File: config.mk
export PLATFORM = sky130hd
export DESIGN_NAME = clause_loader
export DESIGN_NICKNAME = d
export VERILOG_FILES = /design/src/rtl/clause_loader_pkg.sv /design/src/rtl/clause_loader_assembler.sv /design/src/rtl/clause_loader.sv
export SDC_FILE = /design/constraint.sdc
export NUM_CORES = 1
export LEC_CHECK = 0
export ABC_AREA = 1
export CORE_MARGIN = 2
export CORE_UTILIZATION = 53
export DETAILED_ROUTE_END_ITERATION = 10
export PLACE_DENSITY = 0.87
export SLEW_MARGIN = 15
export SYNTH_ARGS = -nofsm -noshare
export SYNTH_HDL_FRONTEND = slang
export SYNTH_SLANG_ARGS = --single-unit
File: constraint.sdc
create_clock -name in_clk -period 1.9 [get_ports in_clk]
set_clock_uncertainty 0.15 [all_clocks]
set_input_delay 0.19 -clock in_clk [delete_from_list [all_inputs] [get_ports in_clk]]
set_output_delay 0.19 -clock in_clk [all_outputs]
set_load 0.01 [all_outputs]
File: src/rtl/clause_loader_pkg.sv
// -----------------------------------------------------------------------------
// clause_loader_pkg
// Definitions shared by the clause loader and its coefficient assembler:
//   - state_t          : loader FSM state encoding
//   - IDLE_INDEX       : all-ones index code that leaves every clause register
//                        unwritten; users slice it down to their index width
//   - coeffs_per_clause: coefficients per clause (variables plus one bias)
// -----------------------------------------------------------------------------
package clause_loader_pkg;

   typedef enum logic [1:0] {
      ST_IDLE    = 2'd0,
      ST_COLLECT = 2'd1,
      ST_WRITE   = 2'd2,
      ST_DONE    = 2'd3
   } state_t;

   // Wide enough for any practical index bus; slice [IW-1:0] at the use site.
   localparam int                      MAX_INDEX_W = 32;
   localparam logic [MAX_INDEX_W-1:0] IDLE_INDEX  = '1;

   // The bias coefficient always follows the variable coefficients.
   function automatic int coeffs_per_clause(input int num_variables);
      return num_variables + 1;
   endfunction

endpackage

File: src/rtl/clause_loader_assembler.sv
// -----------------------------------------------------------------------------
// clause_loader_assembler  (coefficient_assembler)
// Beat counter plus slot-write assembly register for one clause.
// Ports:
//   in_clk, in_reset    : clock / asynchronous active-high reset
//   in_clear            : restart assembly at slot 0
//   in_accept           : a beat is being accepted this cycle
//   in_coefficient      : beat payload, written into the current slot
//   out_beat_last       : current slot is the last one (bias) of the clause
//   out_vector_next     : assembled vector including the beat on the input,
//                         i.e. the complete clause when out_beat_last&&in_accept
// -----------------------------------------------------------------------------
module clause_loader_assembler
   import clause_loader_pkg::*;
#(
   parameter int C = 2,
   parameter int K = 3
) (
   input  logic             in_clk,
   input  logic             in_reset,
   input  logic             in_clear,
   input  logic             in_accept,
   input  logic [C-1:0]     in_coefficient,
   output logic             out_beat_last,
   output logic [C*K-1:0]   out_vector_next
);

   localparam int BW = (K > 1) ? $clog2(K) : 1;

   logic [BW-1:0]  beat_count;
   logic [C*K-1:0] assembly;

   assign out_beat_last = (beat_count == BW'(K - 1));

   // Beat counter: wraps only through an explicit clear or the last beat.
   always_ff @(posedge in_clk or posedge in_reset) begin
      if (in_reset) begin
         beat_count <= '0;
      end else if (in_clear) begin
         beat_count <= '0;
      end else if (in_accept) begin
         if (out_beat_last) beat_count <= '0;
         else               beat_count <= beat_count + BW'(1);
      end
   end

   // Slot storage is pure data; every slot is rewritten before it is used.
   always_ff @(posedge in_clk) begin
      if (in_accept) assembly[int'(beat_count)*C +: C] <= in_coefficient;
   end

   // Merge the in-flight beat so the owner can register the whole clause on
   // the same edge that accepts the final coefficient.
   always_comb begin
      out_vector_next = assembly;
      out_vector_next[int'(beat_count)*C +: C] = in_coefficient;
   end

endmodule

File: src/rtl/clause_loader.sv
// -----------------------------------------------------------------------------
// clause_loader
// Streams coefficients (one per beat, valid/ready) into a clause vector and
// presents each finished clause with its index for exactly one cycle, writing
// clauses 0 .. NUMBER_OF_CLAUSES-1 in order, then pulses out_done.
// Ports:
//   in_clk, in_reset         : clock / asynchronous active-high reset
//   in_start                 : begin a load sequence (only honoured in IDLE)
//   in_coefficient[_valid]   : coefficient beat and its valid
//   out_coefficient_ready    : beat accepted this cycle when valid is high
//   out_clause_coefficients  : assembled vector, coefficient j at [j*C +: C]
//   out_clause_index         : target clause in WRITE, all-ones otherwise
//   out_busy                 : high in COLLECT and WRITE
//   out_done                 : one-cycle pulse after the last clause write
// All outputs are registered.
// -----------------------------------------------------------------------------
module clause_loader
   import clause_loader_pkg::*;
#(
   parameter int MAXIMUM_BIT_WIDTH_OF_INTEGER_COEFFICIENT = 2,
   parameter int NUMBER_OF_INTEGER_VARIABLES              = 2,
   parameter int NUMBER_OF_CLAUSES                        = 2,
   parameter int MAX_BIT_WIDTH_OF_CLAUSES_INDEX           = 1
) (
   input  logic                                   in_clk,
   input  logic                                   in_reset,
   input  logic                                   in_start,
   input  logic [MAXIMUM_BIT_WIDTH_OF_INTEGER_COEFFICIENT-1:0] in_coefficient,
   input  logic                                   in_coefficient_valid,
   output logic                                   out_coefficient_ready,
   output logic [MAXIMUM_BIT_WIDTH_OF_INTEGER_COEFFICIENT*(NUMBER_OF_INTEGER_VARIABLES+1)-1:0]
                                                  out_clause_coefficients,
   output logic [MAX_BIT_WIDTH_OF_CLAUSES_INDEX:0] out_clause_index,
   output logic                                   out_busy,
   output logic                                   out_done
);

   localparam int C  = MAXIMUM_BIT_WIDTH_OF_INTEGER_COEFFICIENT;
   localparam int K  = coeffs_per_clause(NUMBER_OF_INTEGER_VARIABLES);
   localparam int IW = MAX_BIT_WIDTH_OF_CLAUSES_INDEX + 1;
   localparam logic [IW-1:0] IDLE_IDX  = IDLE_INDEX[IW-1:0];
   localparam logic [IW-1:0] LAST_IDX  = IW'(NUMBER_OF_CLAUSES - 1);

   state_t          state;
   logic [IW-1:0]   clause_count;
   logic            accept;
   logic            beat_last;
   logic            assembler_clear;
   logic [C*K-1:0]  vector_next;

   // ready is a registered decode of COLLECT, so this is a clean handshake.
   assign accept          = in_coefficient_valid & out_coefficient_ready;
   assign assembler_clear = (state == ST_IDLE) & in_start;

   clause_loader_assembler #(
      .C (C),
      .K (K)
   ) u_assembler (
      .in_clk          (in_clk),
      .in_reset        (in_reset),
      .in_clear        (assembler_clear),
      .in_accept       (accept),
      .in_coefficient  (in_coefficient),
      .out_beat_last   (beat_last),
      .out_vector_next (vector_next)
   );

   // Outputs are set on the transition into each state so they are valid in
   // the very cycle the state is entered.
   always_ff @(posedge in_clk or posedge in_reset) begin
      if (in_reset) begin
         state                   <= ST_IDLE;
         clause_count            <= '0;
         out_coefficient_ready   <= 1'b0;
         out_clause_coefficients <= '0;
         out_clause_index        <= IDLE_IDX;
         out_busy                <= 1'b0;
         out_done                <= 1'b0;
      end else begin
         case (state)
            ST_IDLE: begin
               out_done <= 1'b0;
               if (in_start) begin
                  state                 <= ST_COLLECT;
                  clause_count          <= '0;
                  out_coefficient_ready <= 1'b1;
                  out_busy              <= 1'b1;
               end
            end
            ST_COLLECT: begin
               if (accept && beat_last) begin
                  state                   <= ST_WRITE;
                  out_coefficient_ready   <= 1'b0;
                  out_clause_index        <= clause_count;
                  out_clause_coefficients <= vector_next;
               end
            end
            ST_WRITE: begin
               // Index is live for this single cycle only.
               out_clause_index <= IDLE_IDX;
               if (clause_count == LAST_IDX) begin
                  state    <= ST_DONE;
                  out_busy <= 1'b0;
                  out_done <= 1'b1;
               end else begin
                  state                 <= ST_COLLECT;
                  clause_count          <= clause_count + IW'(1);
                  out_coefficient_ready <= 1'b1;
               end
            end
            ST_DONE: begin
               state    <= ST_IDLE;
               out_done <= 1'b0;
            end
            default: begin
               state                 <= ST_IDLE;
               out_coefficient_ready <= 1'b0;
               out_clause_index      <= IDLE_IDX;
               out_busy              <= 1'b0;
               out_done              <= 1'b0;
            end
         endcase
      end
   end

endmodule
### Yosys cells after proc, flatten, opt, wreduce, memory -nomap -nowiden

Cells that the tools add are included.

| storage, ports and cells | value |
|---|---|
| register bits after elaboration | 23 |
| logic and storage cells | 61 |

| operators by class | value |
|---|---|
| $add $sub $neg | 3 |
| eq/ne operators | 9 |
| shift operators | 2 |
| muxes and demuxes | 21 |
| bitwise operators | 2 |
| reductions and logical operators | 15 |

Operators by type and width:

| cell | count |
|---|---|
| 3-bit negation with 33-bit output | 1 |
| 2-bit by 33-bit variable shift with 6-bit output, first input constant | 1 |
| 2-bit by 33-bit variable part select with 6-bit output | 1 |
| 2-bit two-way mux | 9 |
| 2-bit inequality test, second input constant | 4 |
| 2-bit case mux with 2 select lines | 2 |
| 2-bit case mux with 4 select lines | 1 |
| 2-bit AND reduction | 4 |
| 2-bit nonzero test | 4 |
| 6-bit bitwise mux | 1 |
| 2-bit == test, second input constant | 3 |
| 3-bit AND reduction | 2 |
| 1-bit two-way mux | 5 |
| 2-bit by 1-bit adder with 2-bit output, second input constant | 2 |
| 2-bit by 1-bit == test with 1-bit output, second input constant | 2 |
| 1-bit case mux with 2 select lines | 2 |
| 4-bit AND reduction | 1 |
| 1-bit case mux with 3 select lines | 1 |
| 3-bit nonzero test | 1 |
| 1-bit AND | 2 |
| 2-bit zero test | 1 |
| 2-bit OR reduction | 1 |
| 1-bit logical AND | 1 |

### Logic depth before layout (Yosys ltp)

Gate-level depths: netlist of the first run.

| depth | value |
|---|---|
| depth in word-level cells | 4 |
| depth in mapped cells | 8 |
| gate-level depth less buffers | 8 |

### By module

A second synthesis of the first run with hierarchy kept.

| unflattened totals | value |
|---|---|
| cell total of the unflattened synthesis | 156 |
| area total of the unflattened synthesis | 1,306.3 µm² |

By module, submodules not included:

| module | times used | cells an instance | area an instance (µm²) |
|---|---|---|---|
| clause_loader | 1 | 100 | 834.6 |
| clause_loader_assembler | 1 | 56 | 471.7 |

### Worst setup path before layout of the first run

No wires, ideal clock.

| path | value |
|---|---|
| path type | flip-flop to flip-flop |
| start | register u_assembler.beat_count[0] |
| end | register u_assembler.assembly[4] (data pin) |
| arrival | 1.058 ns |
| data required time | 1.494 ns |
| setup slack | 0.436 ns |
| cell stages (with the launch flop) | 7 |
| buffers on the path | 0 |
| clock period less this slack | 1.464 ns |
| cells stage by stage | dfrtp_1 inv_1 ha_1 inv_1 nor2_2 nand3_1 nand2_2 |

| between the ends | value |
|---|---|
| word-level cells in the longest chain between the ends | 3 |
| elaborated cells between the ends (all ways) | 4 |

RTL lines:

| what | line | RTL |
|---|---|---|
| start: declaration | clause_loader_assembler.sv:30 | `logic [BW-1:0] beat_count;` |
| start signal: assignment | clause_loader_assembler.sv:43 | `else beat_count <= beat_count + BW'(1);` |
| 3-bit negation with 33-bit output * | n/a |  |
| 2-bit by 33-bit variable part select with 6-bit output or 2-bit by 33-bit variable shift with 6-bit output (tied branches) | n/a |  |
| 6-bit bitwise mux * | n/a |  |
| net u_assembler.out_vector_next[4] | clause_loader_assembler.sv:25 | `output logic [C*K-1:0] out_vector_next` |
| end signal: indexed assignment | clause_loader_assembler.sv:49 | `if (in_accept) assembly[int'(beat_count)*C +: C] <= in_coefficient;` |
| end: declaration | clause_loader_assembler.sv:31 | `logic [C*K-1:0] assembly;` |

The timed path passes the listed nets; every way through them passes the cells marked *.
A chain may end at the register's enable or synchronous reset.

### Worst setup path in the final report of the first run

| path | value |
|---|---|
| start | register out_clause_index[0] |
| end | output out_clause_index[0] |

RTL lines:

| what | line | RTL |
|---|---|---|
| start: declaration | clause_loader.sv:33 | `output logic [MAX_BIT_WIDTH_OF_CLAUSES_INDEX:0] out_clause_index,` |
| start signal: assignment | clause_loader.sv:94 | `out_clause_index <= clause_count;` |

No word-level cell between the ends.

==> run metrics, run 1 <==
status finished, final reports clean; GRT overflow 0; final hold violation count 0; Synth Register Bits 23; root buffer cell clkbuf_4; die height 52.3 um; ordered list of cells on the worst path clkdlybuf4s50_1; drt pass-1 iters 4; Area growth syn-to-layout 18.0%; CTS sink count 23; Clock Tree Buf Depth 2; post-synthesis sequential area ratio 0.491; DRC 0; Ports 17; critical path peak fanout 2; Via density 5.04; Synth Net Count 162; max incr delay on CP 0.56 ns; first-pass GRT wire length 4370 um; GPL Wtd Cong 0.817; RSZ-0062 raised after global routing false; Worst Hold Class in2async; R2R Setup Slk 0.23 ns; CTS tree built; setup tns final 0 ns; Synth Instances 145; worst flop-to-flop path endpoint out_clause_coefficients[4]; Worst path top cell family by delay flip-flops; area of the core 2210 sq um; Post-Syn Area 1240 sq um; commonest non-fill, non-tap cell in the layout nand2_1; initial cell density of the core 0.559; Pwr Density 1570 nW/um^2; CP Launch Type register; Post-DP Area 1430 sq um; max-cap violations 0; GRT Total Usage 0.216; nature of the critical path endpoint output port; HPWL Detailed 1940 um; Final nets 183; final worst-path cycle share 0.918; post-synthesis area per instance 8.53 sq um; post-layout util 0.660; Die Width 52.3 um; FMAX 0.574 GHz; data arrival time of the critical path 1.40 ns; largest net degree at the start of global routing 18; multi-input logic area 544 sq um; R2R cell count 8; die footprint 2740 sq um; Layout fillers 179; Resized Gates After CTS 0; Hold Buf Count CTS 0; via count 972; final max-slew violation count 0; post-CTS setup buffer count 0; Post-Route WL 2450 um; VDD IR-drop max 0.904 mV; Sequential Area 608 sq um; Buf/Inv on CP 1; Setup Viol. Count Final 0; worst-margin pin slew 0.644 ns; WHS 0.111 ns; Rows 17; commonest non-fill, non-tap cells in the layout 46 x nand2_1, 18 x inv_1, 16 x clkdlybuf4s50_1; WL/cell 12.7 um; Leak 0.000738 uW; Slowest-stage cell, CP dfstp_2; initial antenna violation count 0; post-route ant nets 0; H-tree Lvls 1; post-layout instance area 1460 sq um; share of cells above drive strength 1 0.127; Crit path required time 1.56 ns; Ys Warns 0; Reg clk slew, reported paths 0.13 ns; launching point of the worst reg2reg path u_assembler.beat_count[0]; vias in the first global route 1044; CP Class reg2out; distinct cell type count after synthesis 18; DR iter-0 viols 17; Port Buf Inserts 16; Tmin final 1.74 ns; n_diodes 0; TritonCTS buffer count 3; Clock Latency Late Sink 0.31 ns; Slew Limit Headroom 0.570
metal layers:
layer  vias to the layer above  share of wire  GRT usage
met1                       454           0.42      0.245
met2                        24           0.54      0.410
met3                         2          0.039     0.0371
met4                         0         0.0057     0.0556
li1                        492              -          -
met5                         -              0          0
synth_stat cells (all sizes together):
master	number	area (sq um)
nand2	52	210
inv	20	75.1
dfrtp	15	375
nor2	15	63.8
ha	11	138
o21ai	10	50.0
nand3	8	57.6
edfxtp	6	180
nand4	3	18.8
clkinv	2	10.0
dfstp	2	52.6
o22ai	1	6.26
registers in the layout, indices dropped and copies added (netlist names):
register                 count
out_clause_coefficients      6
u_assembler.beat_count       2
out_coefficient_ready        1
u_assembler.assembly         6
out_busy                     1
state                        2
clause_count                 2
out_clause_index             2
out_done                     1
where the power goes:
part           total [uW]  internal (uW)  switching [uW]
Combinational        1180            483             694
Sequential            883            739             144
Clock                 229           78.5             150
cells by family (layout without fill, tap and decap cells):
kind of cell / Yosys count / after routing / share of synthesized area
AND/OR/NAND/NOR: 78 / 78 / 0.283
buffers and inverters: 22 / 42 / 0.0688
AO/OA/AOI/OAI: 11 / 11 / 0.0455
flip-flops: 23 / 23 / 0.491
adder cells (fa/ha/maj): 11 / 11 / 0.111
how the worst max path moves through the flow:
stage                              start                         end  slack (ns)  depth (start not counted)
2_1_floorplan  u_assembler.beat_count[0]     u_assembler.assembly[4]        0.44                          6
3_3_place_gp        in_coefficient_valid  out_clause_coefficients[2]        0.32                          7
3_5_place_dp   u_assembler.beat_count[0]  out_clause_coefficients[4]        0.26                          8
4_1_cts              out_clause_index[0]         out_clause_index[0]        0.15                          1
5_1_grt              out_clause_index[0]         out_clause_index[0]        0.10                          1
6_report             out_clause_index[0]         out_clause_index[0]        0.16                          1
per-stage QoR:
step | total power [uW] | instances | setup WS (ns)
final | 2290 | 193 | 0.157
after global routing | 2510 | 193 | 0.103
after CTS | 2300 | 193 | 0.147
after detailed placement | 2070 | 189 | 0.260
after global placement | 1990 | 189 | 0.316
after floorplan | 1650 | 145 | 0.436
area by class of cell:
class	count	share of cell area
clock buffers	3	0.0154
clock inverters	1	0.00343
inverters	22	0.0583
multi-input cells	100	0.373
flip-flops and latches	23	0.416
well taps	28	0.0240
repair buffers	16	0.110
Note: power is estimated with default switching activity, not from simulation.
==> run 2, diff against run 1 <==
--- a/config.mk
+++ b/config.mk
@@ -10,6 +10,8 @@
 export CORE_UTILIZATION = 53
 export DETAILED_ROUTE_END_ITERATION = 10
 export PLACE_DENSITY = 0.87
+export REMOVE_ABC_BUFFERS = 1
+export SKIP_LAST_GASP = 1
 export SLEW_MARGIN = 15
 export SYNTH_ARGS = -nofsm -noshare
 export SYNTH_HDL_FRONTEND = slang
==> results of run 2 <==
Same layout as run 1: the final DEF is identical, and so are final timing and power.
==> run 3, diff against run 2 <==
--- a/config.mk
+++ b/config.mk
@@ -5,12 +5,13 @@
 export SDC_FILE = /design/constraint.sdc
 export NUM_CORES = 1
 export LEC_CHECK = 0
-export ABC_AREA = 1
 export CORE_MARGIN = 2
 export CORE_UTILIZATION = 53
 export DETAILED_ROUTE_END_ITERATION = 10
+export MAX_ROUTING_LAYER = met4
 export PLACE_DENSITY = 0.87
 export REMOVE_ABC_BUFFERS = 1
+export SKIP_CTS_REPAIR_TIMING = 1
 export SKIP_LAST_GASP = 1
 export SLEW_MARGIN = 15
 export SYNTH_ARGS = -nofsm -noshare
==> run 3 against run 2 <==
Worst setup slack worse by 0.015 ns. Non-clock buffer count increased by 1. Critical endpoint is now state[1]. Flip-flop and latch count is 2 lower. Total power down 69%.
==> run metrics, run 3 <==
Die Width 52.0 um; vias in the first global route 934; Area growth syn-to-layout 16.3%; critical path peak fanout 8; Commonest cells post-synth 15 x dfrtp_1, 13 x a21oi_1, 13 x inv_1; Pwr Density 492 nW/um^2; DRC 0; WL/cell 13.9 um; initial cell density of the core 0.558; Port Buf Inserts 16; WHS 0.0396 ns; Post-Route WL 2350 um; Main synth FF type dfrtp_1; CP Launch Type register; distinct cell type count after synthesis 32; Slew Limit Headroom 0.778; largest net degree at the start of global routing 18; Synth Instances 124; n_diodes 0; Clock Tree Buf Depth 2; status finished, final reports clean; die footprint 2710 sq um; Post-Syn Area 1220 sq um; Synth Area in Adders 0.113; Reg clk slew, reported paths 0.11 ns; RSZ-0062 raised after global routing false; nature of the critical path endpoint register; final worst-path cycle share 0.926; via count 929; root buffer cell clkbuf_4; CTS sink count 21; area of the core 2190 sq um; max-cap violations 0; DR iter-0 viols 10; H-tree Lvls 1; data arrival time of the critical path 1.83 ns; share of cells above drive strength 1 0.0780; Synth Area in XOR/XNOR 0; Synth Area in Compound Gates 0.161; post-synthesis mux area share 0.0328; FMAX 0.569 GHz; setup tns final 0 ns; GRT overflow 0; post-route ant nets 0; Synth Area in Simple Gates 0.179; first-pass GRT wire length 3910 um; Post-synth EDFFs 4; Clock Latency Late Sink 0.30 ns; CTS tree built; R2R Setup Slk 0.14 ns; HPWL Detailed 1820 um; Async SR Flop Fraction 0.810; TritonCTS buffer count 3; post-synthesis sequential area ratio 0.448; GPL Wtd Cong 0.891; commonest non-fill, non-tap cells in the layout 16 x clkdlybuf4s50_1, 15 x dfrtp_1, 13 x inv_1, 13 x a21oi_1; post-synthesis area per instance 9.86 sq um; post-layout util 0.649; CP Class reg2reg; Via density 5.50; initial antenna violation count 0; Top Registers out_clause_coefficients x6, u_assembler.assembly x4; max reg flops 6; Leak 0.000636 uW; Tmin final 1.76 ns; Synth Register Bits 21; Rows 17; VDD IR-drop max 0.320 mV; worst-margin pin slew 0.333 ns; Setup Viol. Count Final 0; final max-slew violation count 0; final hold violation count 0; drt pass-1 iters 4; commonest non-fill, non-tap cell in the layout clkdlybuf4s50_1; synth top area cells dfrtp_1 31%, ha_1 11%, edfxtp_1 9.8%; Ports 17; overall power 699 uW; die height 52.0 um; GRT Total Usage 0.203; Worst Hold Class in2async; Ys Warns 0; R2R cell count 5; Final nets 159; largest family of logic cells by synthesized area simple AND/OR/NAND/NOR gates; worst flop-to-flop path endpoint state[1]; most common cell in the netlist dfrtp_1; post-synth top area share 0.307; post-synth top area cell dfrtp_1; Crit path required time 1.97 ns; Layout fillers 189; Reg with most FFs out_clause_coefficients; launching point of the worst reg2reg path state[0]
[run 3: cell types whose count changed after synthesis, sizes merged, moves of 5 or more]
cell | previous run | this run
nand2 | 52 | 7
a21oi | 0 | 13
inv | 20 | 13
nor2 | 15 | 10
nor3 | 0 | 5
o21a | 0 | 5
[run 3: how the worst max path moves through the flow]
stage / start / endpoint / slack, ns / depth (start not counted)
after floorplan: state[0] / out_coefficient_ready / 0.34 / 5
after global placement: state[0] / out_coefficient_ready / 0.27 / 5
after detailed placement: state[0] / out_coefficient_ready / 0.18 / 5
after global routing: state[0] / out_coefficient_ready / 0.04 / 5
after CTS: out_clause_index[1] / out_clause_index[1] / 0.15 / 1
final: state[0] / state[1] / 0.14 / 5
[run 3: cell type report]
class / instances / area, sq um / share of cell area
Tap cell: 28 / 35.0 / 0.0246
Clock buffer: 4 / 26.3 / 0.0185
Inverter: 13 / 48.8 / 0.0343
Timing Repair Buffer: 17 / 168 / 0.118
Sequential cell: 21 / 548 / 0.386
Multi-Input combinational cell: 86 / 596 / 0.419
[run 3: logic make-up after synthesis]
kind of cell | after synthesis
compound gates | 31
fa+ha+maj | 11
buf+inv | 17
flops | 21
mux | 4
simple gates | 40
[run 3: per-stage QoR]
stage | area, sq um | instances | setup slack, ns
after floorplan | 1190 | 120 | 0.342
after global placement | 1390 | 165 | 0.271
after detailed placement | 1390 | 165 | 0.176
after CTS | 1420 | 169 | 0.152
after global routing | 1420 | 169 | 0.0400
final | 1420 | 169 | 0.142
[run 3: metal layers]
layer  track usage  share of wire
met1         0.204           0.41
met2         0.384           0.55
met3        0.0345          0.037
met4        0.0833         0.0060
met5             -              0
[run 3: report_power, final]
group	total [uW]	internal (uW)	switching, uW
Clock	214	81.7	132
Combinational	27.3	13.5	13.8
Sequential	458	458	0
Total	699	553	146
[run 3: worst max-delay path, stage by stage (launching register included)]
cell      delay [ns]
dfrtp_1         0.45
inv_1           0.15
ha_1            0.29
nand2b_1        0.24
o21a_4          0.20
a32oi_1         0.20
==> patch, RTL diff (config.mk and constraints of run 3) <==
Re-encode `state_t` (4 states) as one-hot, 4 bits wide.
--- a/src/rtl/clause_loader_pkg.sv
+++ b/src/rtl/clause_loader_pkg.sv
@@ -10,7 +10,7 @@
 
-   typedef enum logic [1:0] {
-      ST_IDLE    = 2'd0,
-      ST_COLLECT = 2'd1,
-      ST_WRITE   = 2'd2,
-      ST_DONE    = 2'd3
+   typedef enum logic [3:0] {
+      ST_IDLE    = 4'b0001,
+      ST_COLLECT = 4'b0010,
+      ST_WRITE   = 4'b0100,
+      ST_DONE    = 4'b1000
    } state_t;
Formal check against the unedited RTL: same outputs for any inputs over 10 cycles, from zero or initial values and one cycle with in_reset high; not proved beyond that.
==> patch against run 3 <==
Sequential cell count is 4 higher. Clock power grew 15%. Synthesized area up 8.7%. Sequential share of layout area is 1.9 points higher. Power grew 18%. Worst setup slack worse by 83 ps. Critical path depth stayed put. Die area up 8.0%. Wire length is 14% higher. Final area is 15% higher.
==> patch: results (changes against run 3) <==
met3 global-route usage=4.17% (+0.72 points); WL/cell=15.2 um (+9.8%); vias=980 (+5.5%); share of cells above drive strength 1=17.9% (+10 points); Clock Latency Late Sink=330 ps (+30 ps); post-synthesis sequential area ratio=49.6% (+4.8 points); clock tree buffer depth=2 (unchanged); Detailed Place HPWL=2.05 mm (+12%); met1 Usage GRT=28.0% (+7.5 points); number of global-route vias before repair=937 (+0.32%); run status=completed; crit path DAT=1980 ps (+150 ps); filler cell count=176 (-6.9%); ys async rst share=76.0% (-5.0 points); Crit Path Max Fanout=4 (-4); grt met2 use=34.3% (-4.0 points); maximum vdd drop=0.472 mV (+47%); DR iter-0 viols=33 (+23); total track usage=21.6% (+1.2 points); gpl congestion=0.844 (-5.3%); Tightest Pin Transition=330 ps (-3.17 ps); library cells used by synthesis=42 (+31%); Post-Place Setup Slack=-2.17 ps (-178 ps); first-pass GRT wire length=4.29 mm (+9.7%); synth cell count leaders=dfrtp_1 (16), inv_1 (11), ha_1 (7), nand3_1 (7); P_leak=0.700 nW (+10%); Largest regs=out_clause_coefficients (6), u_assembler.assembly (6), state (4); largest net degree at the start of global routing=20 (+2)
==> patch: cell types whose count changed after synthesis, moves of 3 or more <==
cell,delta
o21a_1,-4
nor3_1,-3
o21ai_0,-6
nand2b_1,+5
mux2_1,+5
ha_1,-4
mux2i_1,-4
nor2_1,-6
o22ai_1,+3
a21oi_1,-11
nand3_1,+3
==> patch: area by class of cell <==
| cell class | count | area [um2] | area share [%] |
|---|---|---|---|
| sequential | 25 | 659 | 40.4 |
| multi-input combinational | 76 | 604 | 37.1 |
| timing repair buffer | 29 | 258 | 15.8 |
| inverter | 11 | 41.3 | 2.53 |
| tap | 30 | 37.5 | 2.30 |
| clock buffer | 3 | 22.5 | 1.38 |
| clock inverter | 1 | 7.51 | 0.460 |
==> patch: path summary, 6_finish.rpt <==
path / to / cells past startpoint / slack, ps / from
min reg2reg: clause_count[1] / 1 / 360 / clause_count[1]
min: out_clause_coefficients[3] / 3 / 2 / in_reset
min in group in_clk: clause_count[1] / 1 / 360 / clause_count[1]
max reg2reg: out_clause_coefficients[3] / 5 / 60 / u_assembler.beat_count[1]
max: out_clause_coefficients[3] / 5 / 60 / u_assembler.beat_count[1]
max in group asynchronous: state[0] / 3 / 1330 / in_reset
==> patch: critical path, stage by stage (launching register included) <==
cell     delay (ps)
dfrtp_1         390
inv_1           100
ha_1            320
or3b_2          490
o22ai_2         180
mux2_1          160
==> patch: cells by family (layout without fill, tap and decap cells) <==
logic type,count (synthesis),in the layout,share of synthesized area (%)
flip-flops,25,25,49.6
AND/OR/NAND/NOR,37,37,17.1
multiplexers,5,5,4.24
buffers and inverters,17,44,5.84
AO/OA/AOI/OAI,25,25,15.3
XOR/XNOR,2,2,1.32
adder cells (fa/ha/maj),7,7,6.59
==> patch: layer usage <==
metal | up-vias | part of all wire (%)
met2 | 20 | 49
met3 | 2 | 3.7
met5 | - | 0
met4 | 0 | 1.2
met1 | 474 | 46
li1 | 484 | -
==> patch: report_power, final <==
| group | internal [mW] | total, mW | switching, mW |
|---|---|---|---|
| registers | 0.549 | 0.549 | 0 |
| logic | 0.0135 | 0.0284 | 0.0149 |
| clock network | 0.0808 | 0.246 | 0.165 |
| total | 0.643 | 0.823 | 0.180 |
==> patch: stage by stage <==
step / std cells / total power, mW
5_1_grt: 175 / 0.845
4_1_cts: 174 / 0.832
3_5_place_dp: 170 / 0.588
6_report: 175 / 0.823
2_1_floorplan: 112 / 0.568
3_3_place_gp: 170 / 0.587
